`config.mk`:
```
export PLATFORM = sky130hd
export DESIGN_NAME = cp0_regfile
export DESIGN_NICKNAME = d
export VERILOG_FILES = /design/src/rtl/cp0_regfile_pkg.sv /design/src/rtl/cp0_timer.sv /design/src/rtl/cp0_regfile.sv
export SDC_FILE = /design/constraint.sdc
export NUM_CORES = 1
export LEC_CHECK = 0
export ABC_CLOCK_PERIOD_IN_PS = 4800
export CAP_MARGIN = 20
export CORE_MARGIN = 4
export CORE_UTILIZATION = 55
export CTS_CLUSTER_DIAMETER = 50
export DETAILED_ROUTE_END_ITERATION = 6
export GPL_ROUTABILITY_DRIVEN = 1
export PLACE_DENSITY = 0.89
export SLEW_MARGIN = 20
export SYNTH_ARGS = -nofsm -noshare
export SYNTH_HDL_FRONTEND = slang
export SYNTH_HIERARCHICAL = 1
export SYNTH_SLANG_ARGS = --single-unit
```
`constraint.sdc`:
```
create_clock -name clk -period 4.8 [get_ports clk]
set_clock_uncertainty 0.15 [all_clocks]
set_input_delay 1.2 -clock clk [delete_from_list [all_inputs] [get_ports clk]]
set_output_delay 1.2 -clock clk [all_outputs]
set_load 0.05 [all_outputs]
```
`src/rtl/cp0_regfile_pkg.sv`:
```
// Shared CPU package for the CP0 register file.
// Holds the CP0 {rd,sel} address constants, the exception code enumeration
// and the packed layouts of the Status and Cause registers.
package cp0_regfile_pkg;

  localparam logic [7:0] CP0_ADDR_BADVADDR = {5'd8,  3'd0};
  localparam logic [7:0] CP0_ADDR_COUNT    = {5'd9,  3'd0};
  localparam logic [7:0] CP0_ADDR_COMPARE  = {5'd11, 3'd0};
  localparam logic [7:0] CP0_ADDR_STATUS   = {5'd12, 3'd0};
  localparam logic [7:0] CP0_ADDR_CAUSE    = {5'd13, 3'd0};
  localparam logic [7:0] CP0_ADDR_EPC      = {5'd14, 3'd0};
  localparam logic [7:0] CP0_ADDR_PRID     = {5'd15, 3'd0};
  localparam logic [7:0] CP0_ADDR_CONFIG   = {5'd16, 3'd0};

  typedef enum logic [4:0] {
    EXC_INT  = 5'd0,
    EXC_ADEL = 5'd4,
    EXC_ADES = 5'd5,
    EXC_SYS  = 5'd8,
    EXC_BP   = 5'd9,
    EXC_RI   = 5'd10,
    EXC_OV   = 5'd12,
    EXC_TR   = 5'd13
  } exc_code_t;

  typedef struct packed {
    logic [8:0] rsvd_hi;   // 31:23
    logic       bev;       // 22
    logic [5:0] rsvd_mid;  // 21:16
    logic [7:0] im;        // 15:8
    logic [5:0] rsvd_lo;   // 7:2
    logic       exl;       // 1
    logic       ie;        // 0
  } cp0_status_t;

  typedef struct packed {
    logic        bd;        // 31
    logic        ti;        // 30
    logic [13:0] rsvd_hi;   // 29:16
    logic [7:0]  ip;        // 15:8
    logic        rsvd_mid;  // 7
    logic [4:0]  exc_code;  // 6:2
    logic [1:0]  rsvd_lo;   // 1:0
  } cp0_cause_t;

endpackage

```
`src/rtl/cp0_timer.sv`:
```
// CP0 Count/Compare timer.
// Count advances once every second clock using a toggle bit; an MTC0 to
// Count loads the value and restarts the toggle. Compare is plain storage.
// Optional macro CP0_TIMER_INT_EN: TI becomes a sticky Count==Compare flag
// cleared by an MTC0 to Compare; without it TI is tied to 0.
// Ports:
//   clk, reset            clock, synchronous active-high reset
//   count_we, compare_we  qualified MTC0 strobes for Count / Compare
//   wdata                 MTC0 data
//   count, compare        register contents
//   ti                    timer interrupt flag (Cause.TI)
module cp0_timer (
  input  logic        clk,
  input  logic        reset,
  input  logic        count_we,
  input  logic        compare_we,
  input  logic [31:0] wdata,
  output logic [31:0] count,
  output logic [31:0] compare,
  output logic        ti
);

  logic tick_q;

  always_ff @(posedge clk) begin
    if (reset) begin
      count   <= 32'd0;
      compare <= 32'd0;
      tick_q  <= 1'b0;
    end else begin
      // A Count write beats the increment and restarts the half-rate phase.
      if (count_we) begin
        count  <= wdata;
        tick_q <= 1'b0;
      end else begin
        tick_q <= ~tick_q;
        if (tick_q) count <= count + 32'd1;
      end
      if (compare_we) compare <= wdata;
    end
  end

`ifdef CP0_TIMER_INT_EN
  always_ff @(posedge clk) begin
    if (reset)                  ti <= 1'b0;
    else if (compare_we)        ti <= 1'b0;   // clear wins over a same-cycle match
    else if (count == compare)  ti <= 1'b1;
  end
`else
  assign ti = 1'b0;
`endif

endmodule

```
`src/rtl/cp0_regfile.sv`:
```
// Coprocessor-0 register file and SPU CP0 read/write responder.
// Holds BadVAddr, Count, Compare, Status, Cause, EPC, PRId and Config,
// applies exception / ERET events from commit and reports the EPC redirect
// target, Status.EXL and the interrupt request.
// Optional macro CP0_TIMER_INT_EN (in cp0_timer): Count==Compare timer
// interrupt feeding Cause.TI and IP7.
// Ports:
//   clk, reset                      clock, synchronous active-high reset
//   cp0_we/cp0_addr/cp0_wdata       MTC0 port, cp0_addr = {rd,sel}
//   cp0_rdata                       MFC0 data, combinational from cp0_addr
//   exc_valid/exc_code/exc_pc/exc_bd, exc_badvaddr_valid/exc_badvaddr
//                                   committed exception event
//   eret_valid                      committed ERET
//   int_i                           level-sensitive hardware interrupts
//   epc_o, status_exl_o, int_pending_o  outputs to commit
module cp0_regfile
  import cp0_regfile_pkg::*;
#(
  parameter logic [31:0] PRID_VALUE   = 32'h0001_8003,
  parameter logic [31:0] CONFIG_VALUE = 32'h8000_0003
) (
  input  logic        clk,
  input  logic        reset,
  input  logic        cp0_we,
  input  logic [7:0]  cp0_addr,
  input  logic [31:0] cp0_wdata,
  output logic [31:0] cp0_rdata,
  input  logic        exc_valid,
  input  logic [4:0]  exc_code,
  input  logic [31:0] exc_pc,
  input  logic        exc_bd,
  input  logic        exc_badvaddr_valid,
  input  logic [31:0] exc_badvaddr,
  input  logic        eret_valid,
  input  logic [5:0]  int_i,
  output logic [31:0] epc_o,
  output logic        status_exl_o,
  output logic        int_pending_o
);

  logic [31:0] badvaddr, epc, count, compare;
  logic [7:0]  status_im;
  logic        status_exl, status_ie;
  logic        cause_bd, ti;
  exc_code_t   cause_exc;
  logic [5:0]  int_q;
  logic [1:0]  cause_ipsw;
  logic [7:0]  cause_ip;
  logic        wr_ok;
  cp0_status_t status_rd;
  cp0_cause_t  cause_rd;

  // An exception flushes the instruction carrying any MTC0.
  assign wr_ok = cp0_we & ~exc_valid;

  cp0_timer u_timer (
    .clk        (clk),
    .reset      (reset),
    .count_we   (wr_ok && (cp0_addr == CP0_ADDR_COUNT)),
    .compare_we (wr_ok && (cp0_addr == CP0_ADDR_COMPARE)),
    .wdata      (cp0_wdata),
    .count      (count),
    .compare    (compare),
    .ti         (ti)
  );

  always_ff @(posedge clk) begin
    if (reset) begin
      badvaddr   <= 32'd0;
      epc        <= 32'd0;
      status_im  <= 8'd0;
      status_exl <= 1'b0;
      status_ie  <= 1'b0;
      cause_bd   <= 1'b0;
      cause_exc  <= EXC_INT;
      cause_ipsw <= 2'd0;
      int_q      <= 6'd0;
    end else begin
      int_q <= int_i;
      if (exc_valid) begin
        // A nested exception keeps the original return point.
        if (!status_exl) begin
          epc      <= exc_bd ? exc_pc - 32'd4 : exc_pc;
          cause_bd <= exc_bd;
        end
        cause_exc  <= exc_code_t'(exc_code);
        status_exl <= 1'b1;
        if (exc_badvaddr_valid) badvaddr <= exc_badvaddr;
      end else begin
        if (wr_ok && (cp0_addr == CP0_ADDR_STATUS)) begin
          status_im  <= cp0_wdata[15:8];
          status_ie  <= cp0_wdata[0];
          status_exl <= cp0_wdata[1] & ~eret_valid;
        end else if (eret_valid) begin
          status_exl <= 1'b0;
        end
        if (wr_ok && (cp0_addr == CP0_ADDR_CAUSE)) cause_ipsw <= cp0_wdata[9:8];
        if (wr_ok && (cp0_addr == CP0_ADDR_EPC))   epc        <= cp0_wdata;
      end
    end
  end

  assign cause_ip = {int_q[5] | ti, int_q[4:0], cause_ipsw};

  always_comb begin
    status_rd      = '0;
    status_rd.bev  = 1'b1;
    status_rd.im   = status_im;
    status_rd.exl  = status_exl;
    status_rd.ie   = status_ie;
    cause_rd          = '0;
    cause_rd.bd       = cause_bd;
    cause_rd.ti       = ti;
    cause_rd.ip       = cause_ip;
    cause_rd.exc_code = cause_exc;
  end

  always_comb begin
    cp0_rdata = 32'd0;
    case (cp0_addr)
      CP0_ADDR_BADVADDR: cp0_rdata = badvaddr;
      CP0_ADDR_COUNT:    cp0_rdata = count;
      CP0_ADDR_COMPARE:  cp0_rdata = compare;
      CP0_ADDR_STATUS:   cp0_rdata = status_rd;
      CP0_ADDR_CAUSE:    cp0_rdata = cause_rd;
      CP0_ADDR_EPC:      cp0_rdata = epc;
      CP0_ADDR_PRID:     cp0_rdata = PRID_VALUE;
      CP0_ADDR_CONFIG:   cp0_rdata = CONFIG_VALUE;
      default:           cp0_rdata = 32'd0;
    endcase
  end

  assign epc_o         = epc;
  assign status_exl_o  = status_exl;
  assign int_pending_o = status_ie & ~status_exl & (|(cause_ip & status_im));

endmodule

```
==> summary.md, run 1 <==
| Metric | Value |
|---|---|
| Max IR drop VDD | `between 0.2 and 0.25 mV` |
| Die height | `between 100 and 150 microns` |
| Hold Path Origin | `badvaddr[6]` |
| Reg2Reg Launch Point | `u_timer/count[6]` |
| CTS Hold Bufs | `0` |
| Final setup TNS | `0 ns` |
| Most frequent cell after synthesis | `dfxtp_1` |
| P per Cell Area | `277.7 mW/mm^2` |
| CTS tree | `built` |
| Mapped Cells | `1055` |
| Synth unique cells | `between 60 and 70` |
| Die W | `between 100 and 150 microns` |
| # port buffers | `around 190` |
| Post-synth EDFFs | `0` |
| Via count | `between 9000 and 10000` |
| GP Congestion | `slightly below 1` |
| Syn Area/Cell | `between 7 and 8 sq um` |
| Vias in the first global route | `8700` |
| DP Area | `around 0.011 sq mm` |
| Fillers | `about 1100` |
| Die area | `~0.017 sq mm` |
| Hold WC Path Type | `register to register` |
| Post-synth top area share | `~37%` |
| Leakage | `4.054 nW` |
| Max-slew violations | `0` |
| Hold endpoint | `badvaddr[6]` |
| Flops & latches, synth | `153` |
| RSZ-0062 raised after global routing | `false` |
| # H-tree levels | `4` |
| Worst slew margin | `between 20% and 30%` |
| Root Buffer | `clkbuf_16` |
| Post-synth top area cell | `dfxtp_1` |
| Multi-input combinational cell area | `roughly 0.0050 sq mm` |
| Post-layout min period | `between 4 and 5 ns` |
| Flop2flop setup slack | `around 2.2 ns` |
| Final #Nets | `1334` |
| Finished Cell Area | `0.01132 sq mm` |
| CP max FO | `8` |
| Routed wire length | `roughly 31 mm` |
| Area contributors post-synth | `dfxtp_1 37%, mux2i_1 11%, nor2_1 6.6%` |
| Dpl cells | `approximately 1400` |
| Max Freq | `~0.22 GHz` |
| Max Cap Viol | `0` |
| Setup violators final | `0` |
| Total CTS buffers | `17` |
| Register-to-Register Path Depth | `4` |
| Post-Syn Nets | `about 1200` |
| Initial antenna violation count | `0` |
| Fin cells | `~1400` |
| Routed Antenna Nets | `0` |
| Core area | `0.01475 sq mm` |
| Synth async-reset ratio | `0%` |
| Via density | `about 6.5` |
| Initial core utilization | `a little under three fifths` |
| Pre-CTS setup slack | `between 0.2 and 0.25 ns` |
| Setup crit start kind | `input port` |
| Tightest Pin Transition | `1.115 ns` |
| Final worst slack | `about 0.21 ns` |
| Largest net degree at the start of global routing | `67` |
| CTS max path bufs | `2` |
| Register area share after synthesis | `between 30 and 40%` |
| Final Hold Vio Count | `0` |
| DP HPWL | `22.81 mm` |
| Most used DFF post-synth | `dfxtp_1` |
| Synthesized area | `between 0.008 and 0.009 sq mm` |
| GRT Residual Overflow | `0` |
| Site row count | `44` |
| Yosys warning count | `6` |
| Critical Path End Type | `output port` |
| Drt pass-1 iters | `5` |
| R2R Path End | `u_timer/count[29]` |
| DRC Markers | `0` |
| Hold path cells | `2` |
| First-pass GRT wire length | `slightly below 50 mm` |
| Iter 0 DRT Violations | `1236` |
| Clk_lat worst skew | `0.43 ns` |
| Status | `completed` |
| Ratio of final minimum period to clock period | `a little over nine tenths` |
| WL/cell | `roughly 22 microns` |
| Crit Path Category | `input port to output port` |
| Worst path arrival time | `~3.2 ns` |
| CP required | `~3.5 ns` |
| Post-synth top cells | `153 x dfxtp_1, 148 x nor2_1, 122 x nand2_1` |
| # diodes | `0` |
| Reg area | `~0.0031 sq mm` |
| GRT Util Overall | `between 30% and 40%` |
| Layout area overhead | `34.89%` |
| Top-Level Pins | `188` |
| CTS clock-pin slew for the worst setup and hold paths | `roughly 0.060 ns` |
| Fraction of layout cells with a size suffix above 1 | `~10%` |
| # clock sinks | `around 150` |
sequential cells by signal, indices dropped and copies added, names as in the netlist, 2 cells and up:
| register | flops |
|---|---|
| u_timer/compare | 32 |
| u_timer/count | 32 |
| status_im | 8 |
| epc_o | 32 |
| badvaddr | 32 |
| int_q | 6 |
| cause_ipsw | 2 |
| cause_exc | 5 |
kinds of logic after synthesis:
family          Yosys count  share of synthesized area, %
buf+inv                  94                         4.309
other cells               1                       0.04469
mux                      95                         11.36
xor+xnor                 29                         3.027
flops                   153                         36.50
compound gates          235                         18.57
fa+ha+maj                 2                        0.2982
simple gates            446                         25.89
area by class of cell:
type	count	share of cell area, %
clock inverter	14	1.194
multi-input combinational	808	44.07
tap	184	2.034
timing repair buffer	216	21.29
sequential	153	27.06
inverter	14	0.4643
clock buffer	18	3.880
report_power, final:
group / switching [mW] / total [mW] / internal (mW)
Clock: 0.590 / 1.33 / 0.739
Sequential: 0.0441 / 1.35 / 1.31
Combinational: 0.265 / 0.461 / 0.196
Total: 0.898 / 3.14 / 2.24
worst max-delay path by stage:
| stage | from | endpoint | slack, ns | cells after the start |
|---|---|---|---|---|
| 2_1_floorplan | cp0_addr[4] | cp0_rdata[3] | 0.12 | 6 |
| 3_3_place_gp | cp0_addr[3] | cp0_rdata[6] | 0.23 | 6 |
| 3_5_place_dp | cp0_addr[3] | cp0_rdata[2] | 0.20 | 6 |
| 4_1_cts | cp0_addr[3] | cp0_rdata[2] | 0.18 | 6 |
| 5_1_grt | cp0_addr[6] | cp0_rdata[8] | 0.07 | 6 |
| 6_report | cp0_addr[6] | cp0_rdata[8] | 0.21 | 6 |
metrics by stage:
step | hold slack, ns | total power [mW] | utilization (%)
after global routing | 0.3300 | 3.223 | 76.71
after global placement | 0.2916 | 1.824 | 72.80
after detailed placement | 0.3002 | 1.830 | 72.80
after floorplan | 0.2819 | 1.593 | -
after CTS | 0.3093 | 3.128 | 76.70
final | 0.3116 | 3.143 | 76.71
routing by layer:
layer,track usage (%),wire length (microns),up-vias
met5,0,0,-
met4,19.49,1950,0
met3,7.034,2844,115
met2,57.79,14690,597
met1,42.94,11910,4271
li1,-,-,4152
worst max-delay path, cell delays in order:
cell and delay [ns]:
clkdlybuf4s50_1 0.51, nor2b_1 0.40, nand3_1 0.32, buf_4 0.25, o21ai_0 0.36, buf_12 0.19
layout by cell type, fill, tap and decap left out, types with 4 or more instances in the layout:
master	count
inv_6	6
clkbuf_16	17
a221o_1	17
nor2b_1	10
nor3b_1	10
a22oi_1	12
xor2_1	13
a31o_2	5
nand3_1	32
buf_4	29
a311oi_1	10
inv_1	13
clkinv_4	4
o221ai_1	5
o21ai_0	28
or3_1	13
nor2_1	147
and4_1	6
mux2i_1	93
nand4_1	21
a21oi_1	90
and3_1	11
a211o_1	7
nor3_1	19
and2_1	4
o311ai_0	4
nand3b_1	4
xnor2_1	16
a211oi_1	15
clkdlybuf4s50_1	152
dfxtp_1	153
nor4_1	13
nand2_1	122
o211ai_1	12
or4_1	7
o22ai_1	6
o31ai_1	6
buf_12	33
timing repair:
| item | CTS | global route |
|---|---|---|
| resized for setup | 0 | 1 |
| buffers inserted | 0 | 0 |
| setup endpoints to repair | 0 | 1 |
Power figures use the tool's default switching activity.
==> run 2: changes to the inputs <==
--- a/config.mk
+++ b/config.mk
@@ -5,14 +5,15 @@
 export SDC_FILE = /design/constraint.sdc
 export NUM_CORES = 1
 export LEC_CHECK = 0
+export ABC_AREA = 1
 export ABC_CLOCK_PERIOD_IN_PS = 4800
 export CAP_MARGIN = 20
 export CORE_MARGIN = 4
-export CORE_UTILIZATION = 55
+export CORE_UTILIZATION = 56
 export CTS_CLUSTER_DIAMETER = 50
 export DETAILED_ROUTE_END_ITERATION = 6
 export GPL_ROUTABILITY_DRIVEN = 1
-export PLACE_DENSITY = 0.89
+export PLACE_DENSITY = 0.9
 export SLEW_MARGIN = 20
 export SYNTH_ARGS = -nofsm -noshare
 export SYNTH_HDL_FRONTEND = slang
==> run 2 against run 1 <==
Count of clock-buffer cells in the layout up 3. Final cell count rose by 22%. Critical path depth increased by 6. Area after synthesis increased by 2.4%. Largest cell class unchanged. Highest routed layer unchanged.
==> summary.md, run 2 <==
| Metric | Value |
|---|---|
| CTS clock-pin slew for the worst setup and hold paths | `0.06 ns (about the same)` |
| CTS Hold Bufs | `0 (unchanged)` |
| Vias in the first global route | `9294 (+6.8%)` |
| Synth async-reset ratio | `0% (unchanged)` |
| Yosys warning count | `6 (unchanged)` |
| # port buffers | `187 (unchanged)` |
| Root Buffer | `clkbuf_16` |
| Max Freq | `0.2237 GHz (+2.6%)` |
| CP max FO | `11 (+3)` |
| Post-synth top area cell | `dfxtp_1` |
| GP Congestion | `0.9862 (+0.15%)` |
| Most used DFF post-synth | `dfxtp_1` |
| Die height | `131.9 microns (+0.25%)` |
| Post-layout min period | `4.471 ns (-0.1150 ns)` |
| Die area | `0.01738 sq mm (+0.51%)` |
| Finished Cell Area | `0.01150 sq mm (+1.6%)` |
| P per Cell Area | `278.1 mW/mm^2 (+0.17%)` |
| Max incr delay on CP | `0.40 ns (-0.11 ns)` |
| DP HPWL | `23.80 mm (+4.3%)` |
| Final Hold Vio Count | `0 (unchanged)` |
| Post-Syn Nets | `1476 (+25%)` |
| Synthesized area | `0.008589 sq mm (+2.4%)` |
| Flops & latches, synth | `153 (unchanged)` |
| Fraction of layout cells with a size suffix above 1 | `8.721% (-1.0 points)` |
| Routed wire length | `32.31 mm (+2.9%)` |
| Worst path arrival time | `3.12 ns (-0.12 ns)` |
| Via count | `10210 (+12%)` |
| Core area | `0.01509 sq mm (+2.3%)` |
| GRT Util Overall | `36.02% (+0.97 points)` |
| Register area share after synthesis | `35.66% (-0.85 points)` |
| Fillers | `1181 (+12%)` |
| Mapped Cells | `1352 (+28%)` |
| # clock sinks | `153 (unchanged)` |
| Syn Area/Cell | `6.353 sq um (-20%)` |
| Leakage | `4.568 nW (+13%)` |
| CTS tree | `built` |
| Max Cap Viol | `0 (unchanged)` |
| Status | `completed` |
| Post-synth top area share | `35.66% (-0.85 points)` |
| Post-CTS Setup Inserts | `0 (unchanged)` |
| Slowest CP cell | `clkdlybuf4s50_1` |
| CTS max path bufs | `2 (unchanged)` |
| DRC Markers | `0 (unchanged)` |
| WL/cell | `18.86 microns (-15%)` |
| Final #Nets | `1636 (+23%)` |
| Post-synth top cells | `341 x nand2_1, 260 x nor2_1, 153 x dfxtp_1` |
| GRT Residual Overflow | `0 (unchanged)` |
| Worst slew margin | `30.25% (+5.2 points)` |
| Die W | `131.9 microns (+0.25%)` |
| Total CTS buffers | `17 (unchanged)` |
| Drt pass-1 iters | `6 (+1)` |
| Via density | `5.957 (-8.2%)` |
| Initial core utilization | `56.92% (about the same)` |
| First-pass GRT wire length | `50.22 mm (+3.7%)` |
| RSZ-0062 raised after global routing | `false` |
| Max IR drop VDD | `0.2701 mV (+10%)` |
| Top-Level Pins | `188 (unchanged)` |
| # diodes | `0 (unchanged)` |
| Final Util | `76.21% (-0.50 points)` |
| CP required | `3.45 ns (about the same)` |
| Site row count | `45 (+2.3%)` |
| Area contributors post-synth | `dfxtp_1 36%, nand2_1 15%, nor2_1 11%` |
| Setup crit start kind | `input port` |
| Initial antenna violation count | `0 (unchanged)` |
| Max-slew violations | `0 (unchanged)` |
| Clk_lat worst skew | `0.43 ns (about the same)` |
| Final setup TNS | `0 ns (unchanged)` |
| Synth unique cells | `37 (-44%)` |
| Most frequent cell after synthesis | `nand2_1` |
| Hold WC Path Type | `register to register` |
| Critical-path cell list | `clkdlybuf4s50_1 > nor2_1 > nand2_2 > nor2_1 > nand2_1 > inv_1 > buf_4 > nand2_1 > nand2_1 > nor2_1 > nand4_1 > buf_12` |
| Tightest Pin Transition | `1.040 ns (-0.07485 ns)` |
| Crit Path Category | `input port to output port` |
| Post-synth EDFFs | `0 (unchanged)` |
| Layout area overhead | `33.88%` |
| Most frequent cells in the layout | `341 x nand2_1, 259 x nor2_1, 153 x dfxtp_1, 153 x clkdlybuf4s50_1, 113 x o21ai_0` |
| Ratio of final minimum period to clock period | `93.14% (-2.4 points)` |
| Setup violators final | `0 (unchanged)` |
| Critical Path End Type | `output port` |
| Largest net degree at the start of global routing | `56 (-16%)` |
| Total power | `3.198 mW (+1.8%)` |
| Most common cell after layout, fill and taps aside | `nand2_1` |
| Routed Antenna Nets | `0 (unchanged)` |
| Post-CTS sizing | `0 (unchanged)` |
| DP Area | `0.01089 sq mm (+1.4%)` |
| # H-tree levels | `4 (unchanged)` |
| Iter 0 DRT Violations | `1442 (+17%)` |
==> run 2: kinds of logic (layout without fill, tap and decap cells) <==
kind of cell,count (synthesis),count (layout),synth area share (%)
xor gates and xnor gates,15,15,1.529
and+or+nand+nor,762,762,38.28
other,1,1,0.04366
buffers and inverters,167,340,7.953
DFF,153,153,35.66
AOI/OAI and AO/OA,252,252,16.24
adders and majority gates,2,2,0.2913
==> run 2: routing by layer <==
metal | global-route usage, % | routed length (microns) | part of all wire [%] | up-vias
li1 | - | - | - | 4730
met1 | 51.37 | 13030 | 40 | 4607
met2 | 55.01 | 14000 | 43 | 759
met3 | 7.023 | 4157 | 13 | 109
met4 | 11.79 | 1124 | 3.5 | 0
met5 | 0 | 0 | 0 | -
==> run 2: critical path, delay by kind of cell <==
family,cells,cell delay (ns)
simple gates,8,0.89
buf+inv,4,1.03
==> run 2: final timing paths <==
check,start,end,slack [ns],cells after the start
worst max-delay path,cp0_addr[1],cp0_rdata[15],0.33,12
worst min-delay path,status_im[7],status_im[7],0.33,2
worst max register to register,status_exl_o,epc_o[22],2.79,7
worst min register to register,status_im[7],status_im[7],0.33,2
==> run 2: stage by stage <==
stage | hold WS (ns) | cells | setup slack (ns)
after floorplan | 0.2855 | 1352 | 0.8948
after global placement | 0.3036 | 1680 | 0.4051
after detailed placement | 0.3125 | 1680 | 0.3617
after CTS | 0.3213 | 1712 | 0.3474
after global routing | 0.3515 | 1713 | 0.2269
final | 0.3251 | 1713 | 0.3292
==> run 2: cell type report <==
type | count | area [sq um] | area share (%)
Clock buffer | 21 | 450.4 | 3.917
Clock inverter | 11 | 146.4 | 1.273
Inverter | 102 | 382.9 | 3.329
Multi-Input combinational cell | 1032 | 4852 | 42.19
Sequential cell | 153 | 3063 | 26.63
Tap cell | 188 | 235.2 | 2.045
Timing Repair Buffer | 206 | 2370 | 20.61
==> run 2: power breakdown <==
part	leakage, nW	switching (mW)	internal, mW
Clock	0.287	0.549	0.832
Sequential	1.25	0.0397	1.32
Combinational	3.03	0.280	0.180
==> run 3: changes to the inputs <==
--- a/config.mk
+++ b/config.mk
@@ -9,11 +9,12 @@
 export ABC_CLOCK_PERIOD_IN_PS = 4800
 export CAP_MARGIN = 20
 export CORE_MARGIN = 4
-export CORE_UTILIZATION = 56
+export CORE_UTILIZATION = 35
+export CTS_BUF_LIST = sky130_fd_sc_hd__clkbuf_16
 export CTS_CLUSTER_DIAMETER = 50
 export DETAILED_ROUTE_END_ITERATION = 6
 export GPL_ROUTABILITY_DRIVEN = 1
-export PLACE_DENSITY = 0.9
+export PLACE_DENSITY = 0.7
 export SLEW_MARGIN = 20
 export SYNTH_ARGS = -nofsm -noshare
 export SYNTH_HDL_FRONTEND = slang
==> run 3 against run 2 <==
Combinational power is essentially flat. Final cell count grew 8.0%. Fmax shrank 0.91%. Sequential share of layout area shrank 0.40 points. Via count shrank 4.3%. Critical endpoint is now cp0_rdata[13].
==> summary.md, run 3 (same netlist as run 2, synthesis figures left out) <==
| Metric | Value |
|---|---|
| Die area | `0.02711 sq mm (+56%)` |
| Tightest Pin Transition | `0.9553 ns (-0.08446 ns)` |
| Critical-path cell list | `clkdlybuf4s50_1 > nand2_2 > nor3_1 > nand2_1 > inv_1 > buf_4 > nand2_1 > o21ai_0 > inv_1 > nand4_1 > buf_12` |
| Total CTS buffers | `17 (unchanged)` |
| Max IR drop VDD | `0.2231 mV (-17%)` |
| Core area | `0.02425 sq mm (+61%)` |
| Routed Antenna Nets | `0 (unchanged)` |
| CTS Hold Bufs | `0 (unchanged)` |
| Fillers | `2499 (+110%)` |
| GP Congestion | `0.9870 (about the same)` |
| Final worst slack | `0.2880 ns (-0.04118 ns)` |
| Critical Path End Type | `output port` |
| Layout area overhead | `35.92%` |
| Max Freq | `0.2216 GHz (-0.91%)` |
| Top-Level Pins | `188 (unchanged)` |
| # H-tree levels | `4 (unchanged)` |
| Worst Path Buf+Inv | `5 (+1)` |
| Reg area | `0.003063 sq mm (unchanged)` |
| Status | `completed` |
| Setup violators final | `0 (unchanged)` |
| WL/cell | `18.42 microns (-2.3%)` |
| RSZ-0062 raised after global routing | `false` |
| Post-CTS Setup Inserts | `0 (unchanged)` |
| CTS tree | `built` |
| Initial antenna violation count | `0 (unchanged)` |
| Largest net degree at the start of global routing | `57 (+1.8%)` |
| First-pass GRT wire length | `52.85 mm (+5.2%)` |
| CP max FO | `9 (-2)` |
| Worst path top cell family by delay | `buffers and inverters` |
| Most frequent cells in the layout | `341 x nand2_1, 259 x nor2_1, 153 x dfxtp_1, 153 x clkdlybuf4s50_1, 113 x o21ai_0` |
| Final Hold Vio Count | `0 (unchanged)` |
| Iter 0 DRT Violations | `970 (-33%)` |
| # diodes | `0 (unchanged)` |
| Post-layout min period | `4.512 ns (+0.04118 ns)` |
| Root Buffer | `clkbuf_16` |
| # clock sinks | `153 (unchanged)` |
| Multi-input combinational cell area | `0.004852 sq mm (unchanged)` |
| Via count | `9771 (-4.3%)` |
| Ratio of final minimum period to clock period | `94.00% (+0.86 points)` |
| CTS max path bufs | `2 (unchanged)` |
| Fraction of layout cells with a size suffix above 1 | `9.109% (+0.39 points)` |
| Worst path arrival time | `3.16 ns (+0.04 ns)` |
| Most common cell after layout, fill and taps aside | `nand2_1` |
| Site row count | `57 (+27%)` |
| CTS clock-pin slew for the worst setup and hold paths | `0.07 ns (about the same)` |
| Max Cap Viol | `0 (unchanged)` |
| Final setup TNS | `0 ns (unchanged)` |
| Die W | `164.7 microns (+25%)` |
| GRT Util Overall | `25.20% (-11 points)` |
| Via density | `5.282 (-11%)` |
| Routed wire length | `34.07 mm (+5.5%)` |
| GRT Residual Overflow | `0 (unchanged)` |
| DRC Markers | `0 (unchanged)` |
| Worst slew margin | `36.24% (+6.0 points)` |
| Die height | `164.7 microns (+25%)` |
| Post-CTS sizing | `0 (unchanged)` |
| Hold WC Path Type | `register to register` |
| Slowest CP cell | `clkdlybuf4s50_1` |
| Drt pass-1 iters | `6 (unchanged)` |
| DP HPWL | `26.06 mm (+9.5%)` |
| CP required | `3.45 ns (about the same)` |
| Vias in the first global route | `9127 (-1.8%)` |
| Final #Nets | `1637 (+0.061%)` |
| Max-slew violations | `0 (unchanged)` |
| Dpl cells | `1818 (+8.2%)` |
| Initial core utilization | `35.42% (-22 points)` |
| Pre-CTS setup slack | `0.3198 ns (-0.04182 ns)` |
| # port buffers | `187 (unchanged)` |
| Leakage | `4.575 nW (+0.15%)` |
| Fin cells | `1850 (+8.0%)` |
| P per Cell Area | `274.3 mW/mm^2 (-1.4%)` |
| Crit Path Category | `input port to output port` |
| Max incr delay on CP | `0.52 ns (+0.12 ns)` |
| Clk_lat worst skew | `0.43 ns (about the same)` |
| Setup crit start kind | `input port` |
run 3: final timing paths:
kind,start,end,slack (ns),cells past startpoint
max,cp0_addr[6],cp0_rdata[13],0.29,11
min,status_im[7],status_im[7],0.32,2
max reg2reg,status_exl_o,epc_o[24],2.87,7
min reg2reg,status_im[7],status_im[7],0.32,2
run 3: layer usage:
metal	wire [microns]	vias to the layer above	global-route usage [%]
li1	-	4731	-
met1	15150	4494	37.13
met2	15020	506	38.09
met3	3337	40	4.392
met4	565	0	6.389
met5	0	-	0
run 3: final cells by class:
| class | instances | share of cell area [%] |
|---|---|---|
| repair buffers | 207 | 20.30 |
| clock buffers | 17 | 3.644 |
| well taps | 324 | 3.472 |
| clock inverters | 15 | 1.511 |
| inverters | 102 | 3.279 |
| multi-input cells | 1032 | 41.56 |
| flip-flops and latches | 153 | 26.24 |
run 3: per-stage QoR:
stage	power, mW	hold WS (ns)	utilization [%]	area (sq um)
6_report	3.203	0.3218	48.15	11670
5_1_grt	3.308	0.3393	48.15	11670
4_1_cts	3.204	0.3191	48.15	11670
3_5_place_dp	1.844	0.3100	45.67	11070
3_3_place_gp	1.842	0.3049	45.67	11070
2_1_floorplan	1.603	0.2855	-	8589
run 3: worst register-to-register path: stages, from the launching register on:
cell and delay, ns:
dfxtp_1 0.35, inv_1 0.10, nand2_1 0.14, nand2_4 0.21, inv_2 0.56, nor2_1 0.13
nand2_1 0.09, a21oi_1 0.05
run 3: report_power, final:
part / internal [mW] / switching (mW) / total [mW]
clock network: 0.748 / 0.632 / 1.38
registers: 1.32 / 0.0430 / 1.36
logic: 0.181 / 0.283 / 0.464
total: 2.24 / 0.958 / 3.20
